===== config.mk =====
export PLATFORM = sky130hd
export DESIGN_NAME = nmr_scan_sequencer
export DESIGN_NICKNAME = d
export VERILOG_FILES = /design/src/rtl/nmr_scan_sequencer.sv
export SDC_FILE = /design/constraint.sdc
export NUM_CORES = 1
export LEC_CHECK = 0
export ABC_AREA = 1
export CAP_MARGIN = 20
export CELL_PAD_IN_SITES_DETAIL_PLACEMENT = 2
export CELL_PAD_IN_SITES_GLOBAL_PLACEMENT = 2
export CORE_MARGIN = 3
export CORE_UTILIZATION = 35
export CTS_CLUSTER_DIAMETER = 30
export DETAILED_ROUTE_END_ITERATION = 8
export GPL_TIMING_DRIVEN = 0
export HOLD_SLACK_MARGIN = 0.15
export PLACE_DENSITY = 0.95
export SLEW_MARGIN = 30
export SYNTH_ARGS = -nofsm -noshare
export SYNTH_HDL_FRONTEND = slang
export SYNTH_SLANG_ARGS = --single-unit

===== constraint.sdc =====
create_clock -name clk -period 9.9 [get_ports clk]
set_clock_uncertainty 0.1 [all_clocks]
set_input_delay 1.485 -clock clk [delete_from_list [all_inputs] [get_ports clk]]
set_output_delay 1.485 -clock clk [all_outputs]
set_load 0.01 [all_outputs]

===== src/rtl/nmr_scan_sequencer.sv =====
// Multi-scan phase-cycling controller: runs n_scans pulse programs, stepping TX/RX phase
// through a small table and holding enable_PC low for a repetition gap between scans.
module nmr_scan_sequencer #(
    parameter int MIN_GAP   = 20,
    parameter int TIMEOUT_W = 32
) (
    input  logic                 clk,
    input  logic                 rst_n,
    input  logic                 start,
    input  logic                 abort,
    input  logic [15:0]          n_scans,
    input  logic [31:0]          rep_delay,
    input  logic [TIMEOUT_W-1:0] timeout_cycles,
    input  logic [2:0]           cycle_len,
    input  logic [59:0]          tx_phase_table,
    input  logic [19:0]          rx_phase_table,
    input  logic                 pc_done,
    output logic                 enable_PC,
    output logic [14:0]          TX_phase_data,
    output logic [4:0]           RX_phase_data,
    output logic [1:0]           phase_idx,
    output logic [15:0]          scan_count,
    output logic                 busy,
    output logic                 done,
    output logic                 timeout_err
);
    localparam logic [2:0] S_IDLE   = 3'd0;
    localparam logic [2:0] S_ARM    = 3'd1;
    localparam logic [2:0] S_RUN    = 3'd2;
    localparam logic [2:0] S_GAP    = 3'd3;
    localparam logic [2:0] S_FINISH = 3'd4;

    localparam logic [TIMEOUT_W-1:0] WD_ONE = 1;

    logic [2:0]           state_q, state_d;
    logic [15:0]          n_scans_q, n_scans_d;
    logic [31:0]          gap_q, gap_d;
    logic [TIMEOUT_W-1:0] tmo_q, tmo_d;
    logic [2:0]           len_q, len_d;
    logic [59:0]          tx_tab_q, tx_tab_d;
    logic [19:0]          rx_tab_q, rx_tab_d;
    logic [TIMEOUT_W-1:0] wd_q, wd_d;
    logic [31:0]          gcnt_q, gcnt_d;
    logic [1:0]           idx_q, idx_d;
    logic [15:0]          sc_q, sc_d;
    logic [14:0]          tx_q, tx_d;
    logic [4:0]           rx_q, rx_d;
    logic                 en_q, en_d;
    logic                 busy_q, busy_d;
    logic                 done_q, done_d;
    logic                 err_q, err_d;
    logic [1:0]           idx_next;
    logic                 wd_expired;
    logic                 gap_expired;

    assign idx_next    = ({1'b0, idx_q} + 3'd1 >= len_q) ? 2'd0 : idx_q + 2'd1;
    assign wd_expired  = (tmo_q != '0) && (wd_q == tmo_q - WD_ONE);
    // GAP is one cycle short of the gap: the ARM cycle also keeps enable_PC low.
    assign gap_expired = ({1'b0, gcnt_q} + 33'd2) >= {1'b0, gap_q};

    always_comb begin
        state_d   = state_q;
        n_scans_d = n_scans_q;
        gap_d     = gap_q;
        tmo_d     = tmo_q;
        len_d     = len_q;
        tx_tab_d  = tx_tab_q;
        rx_tab_d  = rx_tab_q;
        wd_d      = wd_q;
        gcnt_d    = gcnt_q;
        idx_d     = idx_q;
        sc_d      = sc_q;
        tx_d      = tx_q;
        rx_d      = rx_q;
        err_d     = err_q;
        done_d    = 1'b0;
        case (state_q)
            S_IDLE: begin
                if (start) begin
                    n_scans_d = n_scans;
                    gap_d     = (rep_delay < 32'(MIN_GAP)) ? 32'(MIN_GAP) : rep_delay;
                    tmo_d     = timeout_cycles;
                    len_d     = (cycle_len == 3'd0) ? 3'd1 : ((cycle_len > 3'd4) ? 3'd4 : cycle_len);
                    tx_tab_d  = tx_phase_table;
                    rx_tab_d  = rx_phase_table;
                    sc_d      = 16'd0;
                    idx_d     = 2'd0;
                    err_d     = 1'b0;
                    if (n_scans != 16'd0) begin
                        state_d = S_ARM;
                        tx_d    = tx_phase_table[14:0];
                        rx_d    = rx_phase_table[4:0];
                    end else begin
                        state_d = S_FINISH;
                    end
                end
            end
            S_ARM: begin
                state_d = S_RUN;
                wd_d    = '0;
            end
            S_RUN: begin
                wd_d = wd_q + WD_ONE;
                if (pc_done || wd_expired) begin
                    state_d = S_GAP;
                    gcnt_d  = 32'd0;
                    sc_d    = sc_q + 16'd1;
                    idx_d   = idx_next;
                    if (!pc_done) begin
                        err_d = 1'b1;
                    end
                end
            end
            S_GAP: begin
                gcnt_d = gcnt_q + 32'd1;
                if (gap_expired) begin
                    if (sc_q == n_scans_q) begin
                        state_d = S_FINISH;
                    end else begin
                        state_d = S_ARM;
                        tx_d    = tx_tab_q[15*int'(idx_q) +: 15];
                        rx_d    = rx_tab_q[5*int'(idx_q) +: 5];
                    end
                end
            end
            S_FINISH: begin
                state_d = S_IDLE;
                done_d  = 1'b1;
            end
            default: state_d = S_IDLE;
        endcase
        // Abort beats a coincident pc_done/timeout: progress and phase outputs freeze.
        if (abort && state_q != S_IDLE) begin
            state_d = S_IDLE;
            done_d  = 1'b0;
            sc_d    = sc_q;
            idx_d   = idx_q;
            err_d   = err_q;
            tx_d    = tx_q;
            rx_d    = rx_q;
        end
        en_d   = (state_d == S_RUN);
        busy_d = (state_d != S_IDLE);
    end

    always_ff @(posedge clk or negedge rst_n) begin
        if (!rst_n) begin
            state_q   <= S_IDLE;
            n_scans_q <= '0;
            gap_q     <= '0;
            tmo_q     <= '0;
            len_q     <= '0;
            tx_tab_q  <= '0;
            rx_tab_q  <= '0;
            wd_q      <= '0;
            gcnt_q    <= '0;
            idx_q     <= '0;
            sc_q      <= '0;
            tx_q      <= '0;
            rx_q      <= '0;
            en_q      <= 1'b0;
            busy_q    <= 1'b0;
            done_q    <= 1'b0;
            err_q     <= 1'b0;
        end else begin
            state_q   <= state_d;
            n_scans_q <= n_scans_d;
            gap_q     <= gap_d;
            tmo_q     <= tmo_d;
            len_q     <= len_d;
            tx_tab_q  <= tx_tab_d;
            rx_tab_q  <= rx_tab_d;
            wd_q      <= wd_d;
            gcnt_q    <= gcnt_d;
            idx_q     <= idx_d;
            sc_q      <= sc_d;
            tx_q      <= tx_d;
            rx_q      <= rx_d;
            en_q      <= en_d;
            busy_q    <= busy_d;
            done_q    <= done_d;
            err_q     <= err_d;
        end
    end

    assign enable_PC     = en_q;
    assign TX_phase_data = tx_q;
    assign RX_phase_data = rx_q;
    assign phase_idx     = idx_q;
    assign scan_count    = sc_q;
    assign busy          = busy_q;
    assign done          = done_q;
    assign timeout_err   = err_q;
endmodule

==> flow_results.org <==
** Synthesis
- Fraction of registers with async set or reset after synthesis :: 1.00
- Yosys mapped a number of flops with a built-in enable equal to 0.
- Summed over all instances, the cell type with the most area after synthesis is sky130_fd_sc_hd__dfrtp_1.
- Synthesis inferred between 200 and 300 register bits.
- After synthesis, the largest family of logic cells by area is simple AND/OR/NAND/NOR gates.
- By count the netlist is led by sky130_fd_sc_hd__nand2_1, sky130_fd_sc_hd__dfrtp_1, sky130_fd_sc_hd__inv_1, sky130_fd_sc_hd__o21ai_0, sky130_fd_sc_hd__nor2_1.
- Largest cells by area after synthesis :: sky130_fd_sc_hd__dfrtp_1, sky130_fd_sc_hd__nand2_1, sky130_fd_sc_hd__inv_1
- Synthesized cell area :: 0.0159 mm^2
- Of the post-synthesis cell area, the dominant cell type holds 0.428.
- The number of different library cells used by synthesis comes to between 50 and 60.
- Arithmetic-cell share of the synthesized area counting full adders, half adders and majority gates :: 0.0323
- Of the total synthesized cell area, the portion taken by AND, OR, NAND and NOR gates is 0.287.
- Synthesis produced a netlist with a net count of about 2,300.
- Measured against the total synthesized area, the mux share comes to 0.
- Avg Cell Area, Syn :: around 7.5 um^2
- Yosys warning count :: 0
- Of the synthesized area, sequential elements account for 0.428.
- Library cell with the highest instance count after synthesis :: sky130_fd_sc_hd__nand2_1
- Of the total synthesized cell area, the portion taken by XOR and XNOR cells is 0.0437.
- The synthesized-area fraction occupied by ao, oa, aoi and oai cells was 0.129.
- Most used DFF post-synth :: sky130_fd_sc_hd__dfrtp_1
- Synthesis handed over a netlist of 2,135 instances.

** Route
- For this block, the routed nets add up to just under 100,000 um of wire.
- Once detail routing completed, the nets flagged for antenna violations numbered 0.
- Detailed-router iteration count before antenna repair :: 5
- After detailed routing, the average wire length per cell comes to 31.3 um.
- Top sig layer :: met5
- Total met2 wirelength after detailed routing :: between 40,000 and 50,000 um
- Metal3 WL :: about 7600 um
- Routed vias/inst :: between 5 and 6
- Routed metal-1 wire length :: approximately 36,000 um
- DRC violation count after routing :: 0
- For this block, the initial DRC count from the detailed router was 1,494.
- The final route contains 18,300 vias.

** Critical path
- Worst reg2reg setup slack :: 4.11 ns
- Launch instance of the worst register-to-register path :: gcnt_q[1]
- Worst R2R End :: TX_phase_data[10]
- Setup crit end kind :: flop
- The critical path goes through ha_1 > nand2_1 > nor2_2 > inv_2 > nor2_1 > inv_1 > nor2_2 > nand3_1 > nor2_2 > xor2_1 > ha_1 > nand2_1 > inv_1 > nand3_1 > inv_1 > nand4_1 > nor4_1 > nand4_1 > nand4_2 > nand2_2 > buf_6 > nand2_1 > o21ai_2.
- For the worst flop-to-flop path, the logic depth is 23.
- Slowest-stage cell, CP :: sky130_fd_sc_hd__nor4_1
- Highest fanout seen on the critical path :: 10
- Data on the critical path is required at its endpoint by just over 10 ns.
- Setup crit start kind :: flop
- The critical path is of the reg2reg type.
- Data arrival time at the worst-slack endpoint :: approximately 6.2 ns
- Largest stage delay on the critical path :: 0.69 ns

** Clock tree
- Number of H-tree levels :: 3
- Clock network latency to the later pin of the worst-skew pair :: between 0.6 and 0.7 ns
- After clock tree synthesis, the flow added hold-fix buffers numbering 0.
- # clock sinks :: ~270
- Post-CTS Setup Bufs :: 0
- Number of buffers added by the clock tree synthesis step :: between 80 and 90
- TritonCTS built the clock tree.
- The cell sitting at the root of the clock tree is a sky130_fd_sc_hd__clkbuf_16.
- Clk slew on worst S/H paths :: around 0.05 ns
- Post-cts resize count :: 0
- Deepest clock path buffer count :: 3

** STA
- Minimum clock period :: 5.79 ns
- Fraction of the cycle the final worst path needs :: 0.585
- In the final timing run, aggregate negative setup slack is 0 ns.
- Max frequency :: roughly 0.17 GHz
- Slew at the pin closest to its max-slew limit :: roughly 1.2 ns
- Final setup violating endpoints :: 0
- Total count of max-transition violations in the final report :: 0
- The count of final hold-check violations is 0.
- Setup slack on the critical path of the routed design comes to between 4 and 5 ns.
- Max-slew headroom at the worst pin :: 0.196
- Setup repair after global routing missed its margin :: no

** Floorplanning
- The die is between 200 and 250 um wide.
- The die covers roughly 0.048 mm^2.
- Core ar. :: 0.0445 mm^2
- Measured along the y axis, the die boundary spans 219 um.
- The initial utilization of the core area, before any placement, comes to 0.357.
- In this run the count of I/O pins placed on the die edge is 210.
- The floorplan has just under 80 rows.

** Layout
- Fill cells in the final layout number around 4,900.
- Of the cells placed in the final design, the portion with a size suffix greater than 1 is 0.0959.
- Register Area :: between 0.006 and 0.007 mm^2
- From synthesis to final layout, the design area changed by 37.7%.
- The finished layout holds slightly above 3,000 standard cells, fillers aside.
- Number of nets in the final layout :: around 2,600
- The multi-input combinational cells in the finished layout cover a total of approximately 0.0078 mm^2.
- For this run, the share of the core covered by cells in the final layout is 0.492.

** Hold path
- Counting instances, the worst hold path has a depth of 2.
- The startpoint identified for the worst hold timing path is rx_tab_q[12].
- Worst min path class :: reg2reg
- The worst hold path terminates at rx_tab_q[12].

** Pwr
- Worst voltage drop across the vdd grid :: approximately 0.23 mV
- Overall power consumption after layout is estimated at 7600 uW.
- In this run the power density over the cells is 347 mW/mm^2.
- Reported leakage power :: between 0.01 and 0.015 uW

** Status
- Result of the run :: complete, no violations

** Global routing
- Entering global routing, the biggest net connects a little over 80 pins.
- Overflow left after global routing :: 0
- Combined global-route utilization of all metal layers :: 0.404
- Number of antenna violations at the first check in global routing :: 17
- Via count of the first global-routing pass :: around 21,000
- Wire length of the first global-routing pass :: roughly 140,000 um

** Placed design
- Count of buffers from port buffering :: approximately 210
- Hpwl dp :: approximately 56,000 um
- Worst Setup Slack post-DPL :: 5.15 ns
- Placed insts :: roughly 3,000
- At the end of routability-driven placement, the weighted congestion stood at approximately 0.9.

** Flow run
- Across the run, the number of max-cap violations was 0.
where the power goes:
part | leakage, uW | internal, uW | switching, uW
clock network | 0.00151 | 2050 | 973
logic | 0.00500 | 775 | 1870
registers | 0.00349 | 1520 | 406
per-stage QoR:
stage          cell area (um^2)  hold slack [ns]
2_1_floorplan             15900            0.344
3_5_place_dp              18800            0.375
5_1_grt                   21900            0.407
6_report                  21900            0.401
4_1_cts                   21900            0.410
3_3_place_gp              18700            0.357
worst max-delay path by stage:
| stage | from | to | slack (ns) | depth (start not counted) |
|---|---|---|---|---|
| 2_1_floorplan | gcnt_q[1] | RX_phase_data[0] | 6.30 | 25 |
| 3_3_place_gp | rst_n | TX_phase_data[3] | -5.25 | 1 |
| 3_5_place_dp | gcnt_q[1] | TX_phase_data[0] | 5.15 | 25 |
| 4_1_cts | gcnt_q[1] | TX_phase_data[10] | 4.36 | 23 |
| 5_1_grt | gcnt_q[1] | TX_phase_data[10] | 4.02 | 23 |
| 6_report | gcnt_q[1] | TX_phase_data[10] | 4.11 | 23 |
cell families after synthesis:
logic type / count (synthesis)
flops: 272
buf+inv: 325
fa+ha+maj: 41
xor+xnor: 76
compound gates: 366
simple gates: 1055
routing by layer:
layer / vias to the layer above / track usage
li1: 7545 / -
met2: 926 / 0.694
met3: 380 / 0.119
met1: 9461 / 0.446
met4: 14 / 0.228
met5: - / 0
flip-flops by register name, summed over array words and instances (netlist names):
register / flops
scan_count: 16
rx_tab_q: 20
timeout_err: 1
tx_tab_q: 60
gap_q: 32
wd_q: 32
enable_PC: 1
gcnt_q: 32
RX_phase_data: 5
busy: 1
state_q: 3
TX_phase_data: 15
tmo_q: 32
done: 1
n_scans_q: 16
len_q: 3
phase_idx: 2
critical path: cells and delay by family, from the launching register on:
| family | cells | cell delay, ns |
|---|---|---|
| simple gates | 14 | 3.42 |
| compound gates | 1 | 0.09 |
| flops | 1 | 0.56 |
| buf+inv | 5 | 0.62 |
| fa+ha+maj | 2 | 0.73 |
| xor+xnor | 1 | 0.14 |
layout make-up:
type | instances | area share
antenna | 9 | 0.00103
buffer | 77 | 0.0159
clock buffer | 109 | 0.106
clock inverter | 46 | 0.0328
inverter | 248 | 0.0425
multi-input combinational | 1538 | 0.357
sequential | 272 | 0.311
tap | 592 | 0.0338
timing repair buffer | 212 | 0.0995
placed cells by master (no fill, tap or decap), types with 18 or more instances in the layout:
master                            count
sky130_fd_sc_hd__a21oi_1             99
sky130_fd_sc_hd__clkbuf_1            69
sky130_fd_sc_hd__clkbuf_16           85
sky130_fd_sc_hd__clkdlybuf4s50_1    208
sky130_fd_sc_hd__clkinv_2            24
sky130_fd_sc_hd__dfrtp_1            272
sky130_fd_sc_hd__ha_1                41
sky130_fd_sc_hd__inv_1              238
sky130_fd_sc_hd__nand2_1            646
sky130_fd_sc_hd__nand3_1             79
sky130_fd_sc_hd__nand4_1             39
sky130_fd_sc_hd__nor2_1             156
sky130_fd_sc_hd__nor2_2              18
sky130_fd_sc_hd__nor3_1              38
sky130_fd_sc_hd__nor4_1              26
sky130_fd_sc_hd__o21a_1              22
sky130_fd_sc_hd__o21ai_0            161
sky130_fd_sc_hd__o21ai_1             26
sky130_fd_sc_hd__o21ai_2             20
sky130_fd_sc_hd__xnor2_1             18
sky130_fd_sc_hd__xor2_1              56
Power figures use the tool's default switching activity.
==> patch 1, RTL diff (config.mk and constraints unchanged) <==
The parameter `TIMEOUT_W` goes from 32 to 16.
--- a/src/rtl/nmr_scan_sequencer.sv
+++ b/src/rtl/nmr_scan_sequencer.sv
@@ -4,3 +4,3 @@
     parameter int MIN_GAP   = 20,
-    parameter int TIMEOUT_W = 32
+    parameter int TIMEOUT_W = 16
 ) (
Interface: changed (resized timeout_cycles); port bits go from 210 to 194. The function was not compared with the original's and may differ.
==> patch 1 against the unedited design <==
Area after synthesis is 14% lower; worst setup slack better by 1.3 ns; routed wire length is 21% lower; synthesized cell count is 18% lower; sequential power is 11% lower; global-route usage is 3.2 points lower; sequential cell count is 32 lower; design area is 15% lower; total power is 15% lower; largest cell class unchanged.
==> patch 1: results (changes against the unedited design) <==
Post-DP HPWL 45410 µm (-19%); met1 WL 28430 µm (-21%); diodes inserted 1 (-8); post-synthesis compound-gate area fraction 13.74% (+0.83 points); R2R Path End TX_phase_data[4]$_DFFE_PN0P_; top post-synthesis cells by count nand2_1, dfrtp_1, inv_1; Routed wire per std cell 29.70 µm (-5.1%); Seq/Total Area, Yosys 44.15% (+1.4 points); syn avg cell area 7.734 µm² (+3.8%); Filler cells 4204 (-15%); Initial DRT Pass Iterations 7 (+2); multi-input gate count 1246 (-19%); switching share of power 43.61% (+0.80 points); LEAKAGE 0.008587 µW (-14%); Hold Path End tx_tab_q[37]$_DFFE_PN0P_; worst vdd ir 0.1518 mV (-34%); Mapped Nets 1953 (-17%); outcome finished, final reports clean; area of the multi-input gates 0.006484 mm² (-17%); r2r worst-path depth 21 (-8.7%); mux share of post-synthesis cell area 0.2207% (+0.22 points); Fin Hold WS 0.3800 ns (-0.02137 ns); Worst-Skew Late Latency 0.61 ns (-0.04 ns); placed cells 2466 (-16%); Total GRT Usage 37.14% (-3.2 points); met2 routed WL 38630 µm (-19%); largest net degree at the start of global routing 70 (-15%)
## patch 1: how the worst max path moves through the flow
stage	startpoint	depth (start not counted)	to	slack [ns]
floorplan	gcnt_q[2]$_DFFE_PN0P_	23	RX_phase_data[0]$_DFFE_PN0P_	6.83
global placement	rst_n	1	tx_tab_q[52]$_DFFE_PN0P_	-3.61
detailed placement	gcnt_q[2]$_DFFE_PN0P_	23	TX_phase_data[9]$_DFFE_PN0P_	5.96
CTS	gcnt_q[4]$_DFFE_PN0P_	21	TX_phase_data[4]$_DFFE_PN0P_	5.57
global route	gcnt_q[4]$_DFFE_PN0P_	23	TX_phase_data[4]$_DFFE_PN0P_	5.29
finish	gcnt_q[5]$_DFFE_PN0P_	21	TX_phase_data[4]$_DFFE_PN0P_	5.42
## patch 1: power groups by stage
stage	sequential (µW)	clock [µW]	combinational, µW
floorplan	1570	0	1290
global placement	1610	0	1940
detailed placement	1650	0	2160
CTS	1700	2330	2390
global route	1730	2390	2610
finish	1710	2330	2430
==> patch 2, RTL diff (same flow settings) <==
Without the edit above. Register the input `timeout_cycles` before use. The logic sees it one clock later. The other inputs are not delayed to match.
--- a/src/rtl/nmr_scan_sequencer.sv
+++ b/src/rtl/nmr_scan_sequencer.sv
@@ -34,2 +34,8 @@
 
+    logic [TIMEOUT_W-1:0] timeout_cycles_q;
+
+    always_ff @(posedge clk) begin
+        timeout_cycles_q <= timeout_cycles;
+    end
+
     logic [2:0]           state_q, state_d;
@@ -81,3 +87,3 @@
                     gap_d     = (rep_delay < 32'(MIN_GAP)) ? 32'(MIN_GAP) : rep_delay;
-                    tmo_d     = timeout_cycles;
+                    tmo_d     = timeout_cycles_q;
                     len_d     = (cycle_len == 3'd0) ? 3'd1 : ((cycle_len > 3'd4) ? 3'd4 : cycle_len);
Function: changed (a bounded check fails within 4 cycles, from zero or initial values and one cycle with rst_n low).
==> patch 2 against the unedited design <==
Area after synthesis up 6.3%; critical endpoint is now TX_phase_data[8]$_DFFE_PN0P_; worst setup slack better by 0.37 ns; sequential cell count up 32; total power up 3.7%; highest routed layer is now met4; routed wire length up 4.7%; design area up 4.6%; via count up 5.2%; die area up 6.1%; non-clock buffer count up 2.
==> patch 2: results (changes against the unedited design) <==
outcome finished, final reports clean; synth warn 0 (unchanged); top area cells in the synthesized netlist dfrtp_1, nand2_1, o21ai_0; r2r worst-path depth 24 (+4.3%); placed cell areas 0.01984 mm² (+5.4%); share of cells above drive strength 1 8.346% (-1.2 points); distinct cell type count after synthesis 53 (-1.9%); initial antenna violation count 3 (-14); Hold Path End tmo_q[25]$_DFFE_PN0P_; Seq/Total Area, Yosys 44.05% (+1.3 points); largest net degree at the start of global routing 85 (+3.7%); DR vias 19290 (+5.2%); relative slew slack 31.96% (+12 points); DRT iter0 DRCs 1564 (+4.7%); Filler cells 5270 (+6.9%); origin of the worst min-delay path timeout_cycles_q[25]$_DFF_P_; critical path's slowest cell dfrtp_1; CTS buffer count 85 (unchanged); Worst-Skew Late Latency between 0.6 and 0.7 ns; ys async rst share 89.47% (-11 points); worst vdd ir 0.2330 mV (+2.0%); critical path's largest stage delay 0.51 ns (-0.18 ns); top post-synthesis cells by count nand2_1, dfrtp_1, inv_1; Total GRT Usage 39.88% (-0.50 points); Post-DP HPWL 62010 µm (+10%); Reg2Reg Setup Slack 4.48 ns (+0.37 ns); Fin Hold WS 0.3284 ns (-0.07297 ns); Initial DRT Pass Iterations 5 (unchanged); R2R Path End TX_phase_data[8]$_DFFE_PN0P_; final net count 2801 (+6.0%); Routed WL 101700 µm (+4.7%); Mapped Nets 2502 (+6.7%); gpl congestion 0.8979 (+1.8%); R2R Path Start gcnt_q[1]$_DFFE_PN0P_; first-pass GRT wire length 151500 µm (+5.6%); vias in the first global route 22640 (+5.5%); LEAKAGE 0.01074 µW (+7.4%)
[patch 2: stage by stage]
stage | utilization, % | setup TNS (ns) | setup slack, ns | cells
4_1_cts | 48.56 | 0 | 4.672 | 3267
3_3_place_gp | 41.90 | -1385.08 | -5.141 | 3109
2_1_floorplan | - | 0 | 6.456 | 2293
3_5_place_dp | 42.09 | 0 | 5.098 | 3112
5_1_grt | 48.58 | 0 | 4.254 | 3270
6_report | 48.59 | 0 | 4.477 | 3272
[patch 2: per-layer routing]
layer	global-route usage, %	routed length (µm)	up-vias
li1	-	-	7986
met5	0	0	-
met3	8.150	5731	406
met4	27.92	8029	0
met2	68.34	49990	930
met1	44.43	37970	9963
[patch 2: kinds of logic after synthesis]
logic type / after synthesis / synth area share (%)
buffers and inverters: 335 / 7.860
DFF: 304 / 44.05
AOI/OAI and AO/OA: 339 / 10.60
adders and majority gates: 41 / 3.035
and+or+nand+nor: 1198 / 30.52
xor gates and xnor gates: 76 / 3.937
[patch 2: layout make-up]
class                           instances  area, µm²  area share (%)
Inverter                              256      960.9           4.194
Antenna cell                            5      12.51         0.05461
Timing Repair Buffer                  212       2180           9.514
Buffer                                 79      369.1           1.611
Sequential cell                       304       7447           32.51
Multi-Input combinational cell       1654       8132           35.49
Clock inverter                         49      693.2           3.026
Tap cell                              607      759.5           3.315
Clock buffer                          106       2356           10.28
[patch 2: worst min-delay path, stage by stage, from the launching register on]
cell,delay (ns)
dfxtp_1,0.29
nand2_1,0.05
nand2_1,0.04
[patch 2: power by group]
group	internal [µW]	switching (µW)	total [µW]
Combinational	779	2000	2780
Clock	2010	1010	3020
Sequential	1650	419	2070
